$ cat src/rtl/seg_scan_pkg.sv
// Shared constants for the 4-digit multiplexed stopwatch display.
// Holds the glyphs, the adjust-field codes and the scan-slot-to-digit mapping.
package seg_scan_pkg;

  typedef logic [4:0] digit_t;

  // Glyphs are {g,f,e,d,c,b,a}, active-low.
  localparam logic [6:0] GLYPH_0     = 7'b1000000;
  localparam logic [6:0] GLYPH_1     = 7'b1111001;
  localparam logic [6:0] GLYPH_2     = 7'b0100100;
  localparam logic [6:0] GLYPH_3     = 7'b0110000;
  localparam logic [6:0] GLYPH_4     = 7'b0011001;
  localparam logic [6:0] GLYPH_5     = 7'b0010010;
  localparam logic [6:0] GLYPH_6     = 7'b0000010;
  localparam logic [6:0] GLYPH_7     = 7'b1111000;
  localparam logic [6:0] GLYPH_8     = 7'b0000000;
  localparam logic [6:0] GLYPH_9     = 7'b0010000;
  localparam logic [6:0] GLYPH_DASH  = 7'b0111111;
  localparam logic [6:0] GLYPH_BLANK = 7'b1111111;

  localparam logic [3:0] AN_BLANK = 4'b1111;

  localparam logic [2:0] ADJ_NONE = 3'd0;
  localparam logic [2:0] ADJ_SEC  = 3'd1;
  localparam logic [2:0] ADJ_MIN  = 3'd2;

  localparam logic [1:0] IDX_SEC_R = 2'd0;
  localparam logic [1:0] IDX_SEC_L = 2'd1;
  localparam logic [1:0] IDX_MIN_R = 2'd2;
  localparam logic [1:0] IDX_MIN_L = 2'd3;

  // Seconds occupy slots 0-1 and minutes slots 2-3, so idx[1] picks the pair.
  function automatic logic in_adj_pair(input logic [2:0] sel, input logic [1:0] idx);
    case (sel)
      ADJ_SEC: return !idx[1];
      ADJ_MIN: return idx[1];
      default: return 1'b0;
    endcase
  endfunction

endpackage

$ cat src/rtl/seg_scan_decode.sv
// Combinational 5-bit value to active-low seven-segment glyph.
// Anything outside 0-9 renders as a dash.
module seg7_decode
  import seg_scan_pkg::*;
(
  input  logic [4:0] value,
  output logic [6:0] glyph
);

  always_comb begin
    glyph = GLYPH_DASH;
    case (value)
      5'd0: glyph = GLYPH_0;
      5'd1: glyph = GLYPH_1;
      5'd2: glyph = GLYPH_2;
      5'd3: glyph = GLYPH_3;
      5'd4: glyph = GLYPH_4;
      5'd5: glyph = GLYPH_5;
      5'd6: glyph = GLYPH_6;
      5'd7: glyph = GLYPH_7;
      5'd8: glyph = GLYPH_8;
      5'd9: glyph = GLYPH_9;
      default: glyph = GLYPH_DASH;
    endcase
  end

endmodule

$ cat src/rtl/seg_scan.sv
// Multiplexed 4-digit display scanner with frame-coherent snapshot and
// adjust-mode blinking of the selected digit pair.
module seg_scan
  import seg_scan_pkg::*;
#(
  parameter int REFRESH_DIV = 50000,
  parameter int BLINK_DIV   = 64
) (
  input  logic       clk,
  input  logic       rst,
  input  logic [4:0] min_l,
  input  logic [4:0] min_r,
  input  logic [4:0] sec_l,
  input  logic [4:0] sec_r,
  input  logic       adj_en,
  input  logic [2:0] adj_sel,
  output logic [3:0] an,
  output logic [6:0] seg,
  output logic       dp
);

  localparam int CNT_W = (REFRESH_DIV > 1) ? $clog2(REFRESH_DIV) : 1;
  localparam int FRM_W = (BLINK_DIV > 1) ? $clog2(BLINK_DIV) : 1;
  localparam logic [CNT_W-1:0] CNT_LAST = CNT_W'(REFRESH_DIV - 1);
  localparam logic [FRM_W-1:0] FRM_LAST = FRM_W'(BLINK_DIV - 1);

  logic [CNT_W-1:0] refresh_cnt_reg;
  logic [1:0]       idx_reg;
  logic [FRM_W-1:0] frame_cnt_reg;
  logic             blink_phase_reg;
  logic [3:0][4:0]  snap_reg;
  logic             tick;
  logic             frame_wrap;
  logic             blank_slot;
  logic [6:0]       glyph;

  assign tick       = (refresh_cnt_reg == CNT_LAST);
  assign frame_wrap = tick && (idx_reg == IDX_MIN_L);
  assign blank_slot = adj_en && blink_phase_reg && in_adj_pair(adj_sel, idx_reg);

  seg7_decode u_decode (
    .value (snap_reg[idx_reg]),
    .glyph (glyph)
  );

  always_ff @(posedge clk or negedge rst) begin
    if (!rst) begin
      refresh_cnt_reg <= '0;
      idx_reg         <= '0;
      frame_cnt_reg   <= '0;
      blink_phase_reg <= 1'b0;
      snap_reg        <= '0;
      an              <= AN_BLANK;
      seg             <= GLYPH_BLANK;
      dp              <= 1'b1;
    end else if (tick) begin
      // The slot boundary edge always blanks, which also hides anode switching.
      refresh_cnt_reg <= '0;
      idx_reg         <= idx_reg + 2'd1;
      an              <= AN_BLANK;
      seg             <= GLYPH_BLANK;
      dp              <= 1'b1;
      if (frame_wrap) begin
        snap_reg[IDX_SEC_R] <= sec_r;
        snap_reg[IDX_SEC_L] <= sec_l;
        snap_reg[IDX_MIN_R] <= min_r;
        snap_reg[IDX_MIN_L] <= min_l;
        if (frame_cnt_reg == FRM_LAST) begin
          frame_cnt_reg   <= '0;
          blink_phase_reg <= !blink_phase_reg;
        end else begin
          frame_cnt_reg <= frame_cnt_reg + FRM_W'(1);
        end
      end
    end else begin
      refresh_cnt_reg <= refresh_cnt_reg + CNT_W'(1);
      if (blank_slot) begin
        an  <= AN_BLANK;
        seg <= GLYPH_BLANK;
        dp  <= 1'b1;
      end else begin
        an  <= ~(4'b0001 << idx_reg);
        seg <= glyph;
        dp  <= (idx_reg != IDX_MIN_R);
      end
    end
  end

endmodule
$ cat config.mk
export PLATFORM = sky130hd
export DESIGN_NAME = seg_scan
export DESIGN_NICKNAME = d
export VERILOG_FILES = /design/src/rtl/seg_scan_pkg.sv /design/src/rtl/seg_scan_decode.sv /design/src/rtl/seg_scan.sv
export SDC_FILE = /design/constraint.sdc
export NUM_CORES = 1
export LEC_CHECK = 0
export ABC_CLOCK_PERIOD_IN_PS = 4010
export BUFFER_PORTS_ARGS = -buffer_cell sky130_fd_sc_hd__buf_2
export CORE_MARGIN = 2
export CORE_UTILIZATION = 30
export CTS_BUF_LIST = sky130_fd_sc_hd__clkbuf_4 sky130_fd_sc_hd__clkbuf_8 sky130_fd_sc_hd__clkbuf_16
export CTS_CLUSTER_SIZE = 20
export DETAILED_ROUTE_END_ITERATION = 10
export HOLD_SLACK_MARGIN = 0.03
export PLACE_DENSITY = 0.51
export SETUP_SLACK_MARGIN = 0.1
export SYNTH_ARGS = -nofsm -noshare
export SYNTH_HDL_FRONTEND = slang
export SYNTH_HIERARCHICAL = 1
export SYNTH_SLANG_ARGS = --single-unit
export TNS_END_PERCENT = 30
$ cat constraint.sdc
create_clock -name clk -period 4.01 [get_ports clk]
set_input_delay 0.401 -clock clk [delete_from_list [all_inputs] [get_ports clk]]
set_output_delay 0.401 -clock clk [all_outputs]
set_load 0.01 [all_outputs]
==> summary.txt, run 1 <==
status = complete, no violations
Seq cells post-synth = 56
NumNets Final = 340
max reg flops = 20
r2r setup slk = 1620 ps
EDFF count, synth = 0
Fin Hold WS = 81.1 ps
Synth top cells by count = nand2_1 (78), dfrtp_1 (45), nor2_1 (14)
final period utilization = 59.5%
Cell Area, Synth = 2760 um2
Netlist cell types = 43
die area = 9980 um2
met2 usage = 18.0%
Fmax achieved = 419 MHz
routed wire length = 5.25 mm
top-count cell post-synth = nand2_1
M1 GR Usage = 15.9%
maximum clock path buffer count = 2
Root Buffer = clkbuf_8
min Tclk post-route = 2390 ps
Register Area = 1420 um2
Yosys warning total = 6
Post-CTS Setup Repair Bufs = 0
routability congestion estimate = 0.766
clock tree sinks = 56
area occupied by multi-input gates = 1240 um2
Synthesized Nets = 307
number of global-route vias before repair = 1926
Hold Violations, Final = 0
Core Rows = 35
pwr dens = 294 nW/um2
Critical Path AT = 2640 ps
synthesized area per cell = 10.2 um2
die height = 99.9 um
Worst VDD drop = 0.000147 V
final setup fails = 0
Top FF cell, synth = dfrtp_1
DRC errors left = 0
total CTS buffers = 5
final global-route overflow total = 0
synthesis-to-finish area growth = 12.7%
initial core utilization = 30.4%
RSZ-0062 raised after global routing = no
Leak = 1.37 nW
PortBufs = 37
Crit Path Max Fanout = 14
top cell type's share of synthesized area = 40.8%
Tot Pwr = 0.000915 W
Resized Gates After CTS = 0
Max Cap Viol = 0
first-pass GRT wire length = 9.14 mm
Final ANT Viol Nets = 0
WS Path Type = flop to flop
fill count = 948
Worst Max-Slew Pin Slew = 825 ps
initial antenna violation count = 0
H-Tree Depth = 2
layout cells sized above 1 = 23.4%
GR Util met3 = 2.23%
Iteration-0 DRC Markers = 112
wire length per cell = 12.6 um
top cells by area, synth = dfrtp_1 (41%), nand2_1 (11%), dfstp_2 (10%), ha_1 (5.0%), mux4_2 (4.1%)
die width = 99.9 um
via/cell ratio = 4.63
vias after detailed routing = 1921
TritonCTS clock tree = yes
Rel. slew slack = 45.0%
Layout Skew = 6.69 ps
pin count of the biggest net entering global routing = 32
Core ar. = 9060 um2
DR pass1 iterations = 4
Clk Latency, worst-skew pair = 310 ps
setup tns final = 0 ps
Seq/Total Area, Yosys = 51.3%
top cell type by total area after synthesis = dfrtp_1
clk slew on worst S/H paths = 110 ps
# diodes = 0
# IOs = 38
layer with the highest usage = met2
type of the most critical hold path = primary input to async pin
placed cells = 407
CTS Hold Bufs = 0
critical path startpoint category = flop
Slew Viols, Final = 0
Post-synth ARST share = 100%
synthesized instance count = 270
Critical Path RT = 4260 ps
Setup crit end kind = flop
placed wire-length estimate = 3.81 mm
Post-Layout Cell Count = 415
total track usage = 11.4%
-- worst max-delay path, cell delays in order, from the launching register on --
cell,delay [ps]
dfrtp_1,440
or4b_4,590
nor4_4,750
a21oi_1,370
nand2_1,170
-- cell families after synthesis --
| group | count (synthesis) | synth area share [%] |
|---|---|---|
| compound gates | 25 | 5.71 |
| xor+xnor | 16 | 5.08 |
| mux | 5 | 4.08 |
| fa+ha+maj | 11 | 4.99 |
| flops | 56 | 51.3 |
| buf+inv | 19 | 3.85 |
| simple gates | 138 | 25.0 |
-- stage by stage --
step,instance area [um2],setup WS [ps],utilization [%]
after floorplan,2760,1830,-
after global placement,3020,1730,33.3
after detailed placement,3020,1640,33.3
after CTS,3110,1610,34.3
after global routing,3110,1490,34.3
final,3110,1620,34.3
-- power by group --
part	switching, W	leakage, nW	internal (W)
sequential	0	0.625	0.000565
combinational	0.0000144	0.697	0.00000959
clock	0.000197	0.0491	0.000129
total	0.000212	1.37	0.000704
-- cell usage in the layout (no fill, tap or decap), types with 2 or more instances in the layout --
master	instances
nand4_1	8
dfrtp_1	45
nand3_1	6
xor2_1	7
mux4_2	5
nor4_4	2
dfstp_2	11
o31ai_1	2
xnor2_1	9
nand2b_1	11
clkbuf_8	5
inv_1	6
ha_1	11
inv_6	2
or4b_4	2
and3_1	2
a21oi_1	6
nand2_1	78
buf_4	2
nor2_1	14
or4_1	2
o21ai_1	3
o22ai_1	2
a41oi_1	2
o21ai_0	4
buf_2	37
a31oi_1	2
nor2b_1	2
-- cell type report --
| class | count | area share [%] |
|---|---|---|
| clock buffers | 5 | 2.21 |
| repair buffers | 39 | 6.44 |
| flip-flops and latches | 56 | 45.5 |
| clock inverters | 3 | 0.845 |
| multi-input cells | 195 | 39.8 |
| inverters | 6 | 0.724 |
| well taps | 111 | 4.47 |
-- worst paths after layout --
kind	cells past startpoint	end	startpoint
worst max-delay path	4	an[3]$_DFF_PN1_	refresh_cnt_reg[7]$_DFF_PN0_
worst min-delay path	1	snap_reg[13]$_DFFE_PN0P_	rst
worst max register to register	4	an[3]$_DFF_PN1_	refresh_cnt_reg[7]$_DFF_PN0_
worst min register to register	1	refresh_cnt_reg[0]$_DFF_PN0_	refresh_cnt_reg[0]$_DFF_PN0_
max in group asynchronous	2	an[2]$_DFF_PN1_	rst
min in group clk	3	snap_reg[16]$_DFFE_PN0P_	min_l[1]
-- routing by layer --
metal	routed length [um]	up-vias	share of wire, %
met2	2410	44	46
met3	217	2	4.1
met4	48	0	0.91
met1	2570	911	49
li1	-	964	-
met5	0	-	0
(Power assumes the default switching activity.)
==> run 2: changes to the inputs <==
--- a/config.mk
+++ b/config.mk
@@ -5,7 +5,7 @@
 export SDC_FILE = /design/constraint.sdc
 export NUM_CORES = 1
 export LEC_CHECK = 0
-export ABC_CLOCK_PERIOD_IN_PS = 4010
+export ABC_CLOCK_PERIOD_IN_PS = 2500
 export BUFFER_PORTS_ARGS = -buffer_cell sky130_fd_sc_hd__buf_2
 export CORE_MARGIN = 2
 export CORE_UTILIZATION = 30
==> constraint.sdc (replaced) <==
create_clock -name clk -period 2.5 [get_ports clk]
set_input_delay 0.25 -clock clk [delete_from_list [all_inputs] [get_ports clk]]
set_output_delay 0.25 -clock clk [all_outputs]
set_load 0.01 [all_outputs]
==> run 2 against run 1 <==
Against the previous run:
- via count rose by 0.26%
- critical path type unchanged
- register-to-register slack got worse by 1300 ps
- sequential share of layout area down 0.60 points
- sequential cell count stayed put
- cell count rose by 0.96%
- sequential power up 60%
- die area is the same
==> summary.txt, run 2 (synthesis results as in run 1) <==
status = complete, no violations
DR pass1 iterations = 4 (unchanged)
H-Tree Depth = 2 (unchanged)
Worst Setup SP = idx_reg[0]$_DFFE_PN0N_
hold depth = 3
Critical Path AT = 2440 ps (-200 ps)
via/cell ratio = 4.60 (-0.70%)
worst hold endpoint = snap_reg[19]$_DFFE_PN0P_
WS Path Type = flop to flop
placed wire-length estimate = 3.87 mm (+1.5%)
setup tns final = 0 ps (unchanged)
# IOs = 38 (unchanged)
first-pass GRT wire length = 9.44 mm (+3.3%)
final period utilization = 87.3% (+28 points)
Fmax achieved = 458 MHz (+9.3%)
total track usage = 11.8% (+0.41 points)
initial core utilization = 30.4% (unchanged)
layout cells sized above 1 = 24.0% (+0.67 points)
Slew Viols, Final = 0 (unchanged)
reg2reg end = seg[3]$_DFF_PN1_
vias after detailed routing = 1926 (+0.26%)
Hold Violations, Final = 0 (unchanged)
RSZ-0062 raised after global routing = no
Setup crit end kind = flop
wire length per cell = 12.7 um (+0.39%)
initial antenna violation count = 0 (unchanged)
Rel. slew slack = 56.3% (+11 points)
number of global-route vias before repair = 1952 (+1.3%)
Critical Path RT = 2760 ps (-1500 ps)
PortBufs = 37 (unchanged)
pwr dens = 464 nW/um2 (+58%)
leading cell type in the layout, fill and taps excluded = nand2_1
Layout Skew = 11.5 ps (+4.83 ps)
DRC errors left = 0 (unchanged)
r2r setup slk = 320 ps (-1310 ps)
Fin Hold WS = 123 ps (+41.8 ps)
die height = 99.9 um (unchanged)
final setup fails = 0 (unchanged)
routability congestion estimate = 0.792 (+3.5%)
Core ar. = 9060 um2 (unchanged)
Leak = 1.39 nW (+1.7%)
Core Rows = 35 (unchanged)
clk slew on worst S/H paths = 110 ps (about the same)
synthesis-to-finish area growth = 14.2%
total CTS buffers = 5 (unchanged)
HP Start = min_l[4]
reg2reg path depth = 6 (+2)
clock tree sinks = 56 (unchanged)
Post-CTS Setup Repair Bufs = 0 (unchanged)
final global-route overflow total = 0 (unchanged)
Max Cap Viol = 0 (unchanged)
critical path startpoint category = flop
min Tclk post-route = 2180 ps (-204 ps)
type of the most critical hold path = primary input to flop
Tot Pwr = 0.00146 W (+60%)
Final ANT Viol Nets = 0 (unchanged)
die width = 99.9 um (unchanged)
NumNets Final = 344 (+1.2%)
Worst VDD drop = 0.000243 V (+65%)
dpl cell area = 3050 um2 (+1.2%)
max reg flops = 20 (unchanged)
FF-to-FF Start = idx_reg[0]$_DFFE_PN0N_
# diodes = 0 (unchanged)
pin count of the biggest net entering global routing = 31 (-3.1%)
Layout Cell Area excl Fill = 3150 um2 (+1.3%)
routed wire length = 5.32 mm (+1.4%)
Worst Max-Slew Pin Slew = 656 ps (-169 ps)
TritonCTS clock tree = yes
Root Buffer = clkbuf_8
die area = 9980 um2 (unchanged)
Crit Path Max Fanout = 8 (-6)
maximum clock path buffer count = 2 (unchanged)
Iteration-0 DRC Markers = 83 (-26%)
Clk Latency, worst-skew pair = 310 ps (about the same)
fill count = 916 (-3.4%)
most frequent cells in the layout = nand2_1 (78), dfrtp_1 (45), buf_2 (37)
[run 2: cell count changes in the layout (fill, tap and decap cells not counted), sizes merged]
cell,previous run,this run
inv,8,7
dlygate4sd3,0,1
buf,39,42
clkinv,1,2
[run 2: how the worst max path moves through the flow]
stage	end	slack (ps)	depth (start not counted)
3_3_place_gp	seg[3]$_DFF_PN1_	340	6
4_1_cts	seg[3]$_DFF_PN1_	280	6
6_report	seg[3]$_DFF_PN1_	320	6
2_1_floorplan	seg[3]$_DFF_PN1_	320	7
3_5_place_dp	seg[3]$_DFF_PN1_	310	6
5_1_grt	seg[3]$_DFF_PN1_	140	6
[run 2: cell type report]
class,instances,area [um2],area share [%]
clock buffers,5,68.8,2.18
clock inverters,3,22.5,0.715
inverters,6,22.5,0.715
multi-input cells,195,1240,39.3
flip-flops and latches,56,1420,44.9
well taps,111,139,4.41
repair buffers,43,245,7.78
[run 2: per-layer routing]
| layer | GRT usage [%] | part of all wire [%] | vias to the layer above |
|---|---|---|---|
| li1 | - | - | 978 |
| met1 | 16.0 | 49 | 914 |
| met2 | 19.2 | 46 | 27 |
| met3 | 2.65 | 3.5 | 7 |
| met4 | 3.16 | 1.4 | 0 |
| met5 | 0 | 0 | - |
[run 2: what timing repair did]
| action | in CTS | in global routing |
|---|---|---|
| hold buffers | 1 | 0 |
| hold endpoints to repair | 26 | 0 |
| resized for setup | 0 | 0 |
[run 2: critical path: stages, from the launching register on]
cell and delay [ps]:
dfrtp_1 620, mux4_2 610, ha_1 210, or2_0 230, a211oi_2 250, nor2_1 70
nand2b_1 140
[run 2: report_power, final]
part	switching [W]	internal (W)	total [W]	leakage, nW
clock network	0.000311	0.000202	0.000512	0.0485
registers	0	0.000906	0.000906	0.625
logic	0.0000242	0.0000185	0.0000427	0.721
[run 2: stage by stage]
step / utilization, % / setup WS [ps] / instances
2_1_floorplan: - / 317 / 270
3_3_place_gp: 33.7 / 336 / 410
3_5_place_dp: 33.7 / 310 / 410
4_1_cts: 34.8 / 283 / 419
5_1_grt: 34.8 / 143 / 419
6_report: 34.8 / 316 / 419
==> run 3: changes to the inputs <==
--- a/config.mk
+++ b/config.mk
@@ -7,13 +7,13 @@
 export LEC_CHECK = 0
 export ABC_CLOCK_PERIOD_IN_PS = 2500
 export BUFFER_PORTS_ARGS = -buffer_cell sky130_fd_sc_hd__buf_2
-export CORE_MARGIN = 2
-export CORE_UTILIZATION = 30
+export CORE_MARGIN = 3
+export CORE_UTILIZATION = 57
 export CTS_BUF_LIST = sky130_fd_sc_hd__clkbuf_4 sky130_fd_sc_hd__clkbuf_8 sky130_fd_sc_hd__clkbuf_16
 export CTS_CLUSTER_SIZE = 20
 export DETAILED_ROUTE_END_ITERATION = 10
 export HOLD_SLACK_MARGIN = 0.03
-export PLACE_DENSITY = 0.51
+export PLACE_DENSITY = 0.83
 export SETUP_SLACK_MARGIN = 0.1
 export SYNTH_ARGS = -nofsm -noshare
 export SYNTH_HDL_FRONTEND = slang
==> run 3 against run 2 <==
Against the previous run:
- clock skew decreased by 7.3 ps
- total power is 2.0% lower
- combinational power is 8.4% lower
- routed wire length shrank 6.8%
- count of clock-buffer cells in the layout is 2 higher
- worst setup slack gained 64 ps
- register-to-register slack better by 60 ps
- sequential share of layout area up 1.5 points
- critical path depth shrank 2
==> summary.txt, run 3 (synthesis results as in run 1) <==
NumNets Final = 343 (-0.29%)
maximum clock path buffer count = 2 (unchanged)
final setup fails = 0 (unchanged)
r2r setup slk = 380 ps (+60 ps)
initial core utilization = 61.3% (+31 points)
Critical Path RT = 2690 ps (-70 ps)
Max Cap Viol = 0 (unchanged)
layer with the highest usage = met1
Worst Setup Slack, final = 381 ps (+64.5 ps)
most frequent cells in the layout = nand2_1 (78), dfrtp_1 (45), buf_2 (37)
clk slew on worst S/H paths = 90 ps (-20 ps)
Worst path max stage delay = 700 ps (+80 ps)
pwr dens = 469 nW/um2 (+1.2%)
reg2reg end = frame_cnt_reg[3]$_DFFE_PN0P_
met2 usage = 27.8% (+8.6 points)
RSZ-0062 raised after global routing = no
total CTS buffers = 5 (unchanged)
Slew Viols, Final = 0 (unchanged)
DR pass1 iterations = 4 (unchanged)
Final ANT Viol Nets = 0 (unchanged)
status = complete, no violations
total track usage = 19.7% (+7.9 points)
Worst Max-Slew Pin Slew = 999 ps (+343 ps)
most repeated library cell on the critical path = o21ai_1
Worst VDD drop = 0.000345 V (+42%)
# IOs = 38 (unchanged)
number of global-route vias before repair = 1794 (-8.1%)
initial antenna violation count = 0 (unchanged)
Resized Gates After CTS = 0 (unchanged)
Leak = 1.38 nW (-0.71%)
Post-CTS Setup Repair Bufs = 0 (unchanged)
H-Tree Depth = 2 (unchanged)
Rel. slew slack = 33.4% (-23 points)
final global-route overflow total = 0 (unchanged)
die area = 5710 um2 (-43%)
critical path startpoint category = flop
synthesis-to-finish area growth = 10.6%
Worst path depth = 4 (-2)
final period utilization = 84.8% (-2.6 points)
Hold Violations, Final = 0 (unchanged)
TritonCTS clock tree = yes
Clk Latency, worst-skew pair = 310 ps (about the same)
FF-to-FF Start = refresh_cnt_reg[7]$_DFF_PN0_
Final Util = 67.8% (+33 points)
Root Buffer = clkbuf_8
Layout Skew = 4.21 ps (-7.31 ps)
first-pass GRT wire length = 8.46 mm (-10%)
Core ar. = 4500 um2 (-50%)
cell family contributing the most delay on the critical path = simple AND/OR/NAND/NOR gates
CP Cell Sequence = or4b_4 > or4_4 > o21ai_1 > o21ai_1
CTS Hold Bufs = 0 (-1)
WS Path Type = flop to flop
Register Area = 1420 um2 (unchanged)
Critical-path top delay cell = or4_4
Worst Setup SP = refresh_cnt_reg[7]$_DFF_PN0_
layout cells sized above 1 = 23.8% (-0.25 points)
max reg flops = 20 (unchanged)
leading cell type in the layout, fill and taps excluded = nand2_1
clock tree sinks = 56 (unchanged)
PortBufs = 37 (unchanged)
fill count = 363 (-60%)
Crit path buffers/inverters = 0 (unchanged)
type of the most critical hold path = primary input to async pin
die width = 75.6 um (-24%)
area occupied by multi-input gates = 1240 um2 (unchanged)
Core Rows = 24 (-31%)
routability congestion estimate = 0.814 (+2.8%)
pin count of the biggest net entering global routing = 48 (+55%)
reg2reg path depth = 4 (-2)
Critical Path AT = 2310 ps (-130 ps)
placed wire-length estimate = 3.64 mm (-5.9%)
vias after detailed routing = 1923 (-0.16%)
GR Util met3 = 4.35% (+1.7 points)
via/cell ratio = 5.36 (+17%)
DRC errors left = 0 (unchanged)
pre-CTS setup slack = 429 ps (+119 ps)
M1 GR Usage = 30.4% (+14 points)
Crit Path Max Fanout = 23 (+15)
Setup crit end kind = flop
wire length per cell = 13.8 um (+8.8%)
# diodes = 0 (unchanged)
setup tns final = 0 ps (unchanged)
Iteration-0 DRC Markers = 104 (+25%)
die height = 75.6 um (-24%)
Fmax achieved = 472 MHz (+3.0%)
min Tclk post-route = 2120 ps (-64.5 ps)
routed wire length = 4.96 mm (-6.8%)
## run 3: cell count changes in the layout (fill, tap and decap cells not counted), sizes merged
cell,previous run,this run
clkbuf,5,7
clkinv,2,1
dlygate4sd3,1,0
inv,7,6
## run 3: area by class of cell
cell class | instances | area share [%]
Sequential cell | 56 | 46.4
Multi-Input combinational cell | 195 | 40.6
Timing Repair Buffer | 42 | 7.30
Clock buffer | 7 | 2.75
Tap cell | 52 | 2.13
Inverter | 6 | 0.738
Clock inverter | 1 | 0.123
## run 3: metal layers
metal / part of all wire [%] / wire length (um)
met5: 0 / 0
met4: 1.5 / 73
met3: 3.8 / 189
met2: 45 / 2210
met1: 50 / 2490
## run 3: where the power goes
part	switching, W	total (W)	internal (W)
Sequential	0	0.000906	0.000906
Combinational	0.0000227	0.0000391	0.0000164
Clock	0.000269	0.000487	0.000217
## run 3: per-stage QoR
stage	total power (W)	cells	hold WS, ps	instance area (um2)
floorplan	0.000925	270	-45.6	2760
global placement	0.000963	351	439	2960
detailed placement	0.000963	351	453	2960
CTS	0.00144	359	128	3050
global route	0.00149	359	130	3050
finish	0.00143	359	93.5	3050
## run 3: worst register-to-register path: cells and delay by family, from the launching register on
family,cells,cell delay (ps)
simple gates,2,1280
flops,1,440
compound gates,2,280
## run 3: worst max-delay path by stage
stage,end,slack [ps]
final,frame_cnt_reg[3]$_DFFE_PN0P_,380
after global routing,seg[3]$_DFF_PN1_,260
after CTS,frame_cnt_reg[3]$_DFFE_PN0P_,400
after detailed placement,frame_cnt_reg[3]$_DFFE_PN0P_,430
after global placement,frame_cnt_reg[3]$_DFFE_PN0P_,480
after floorplan,seg[3]$_DFF_PN1_,320
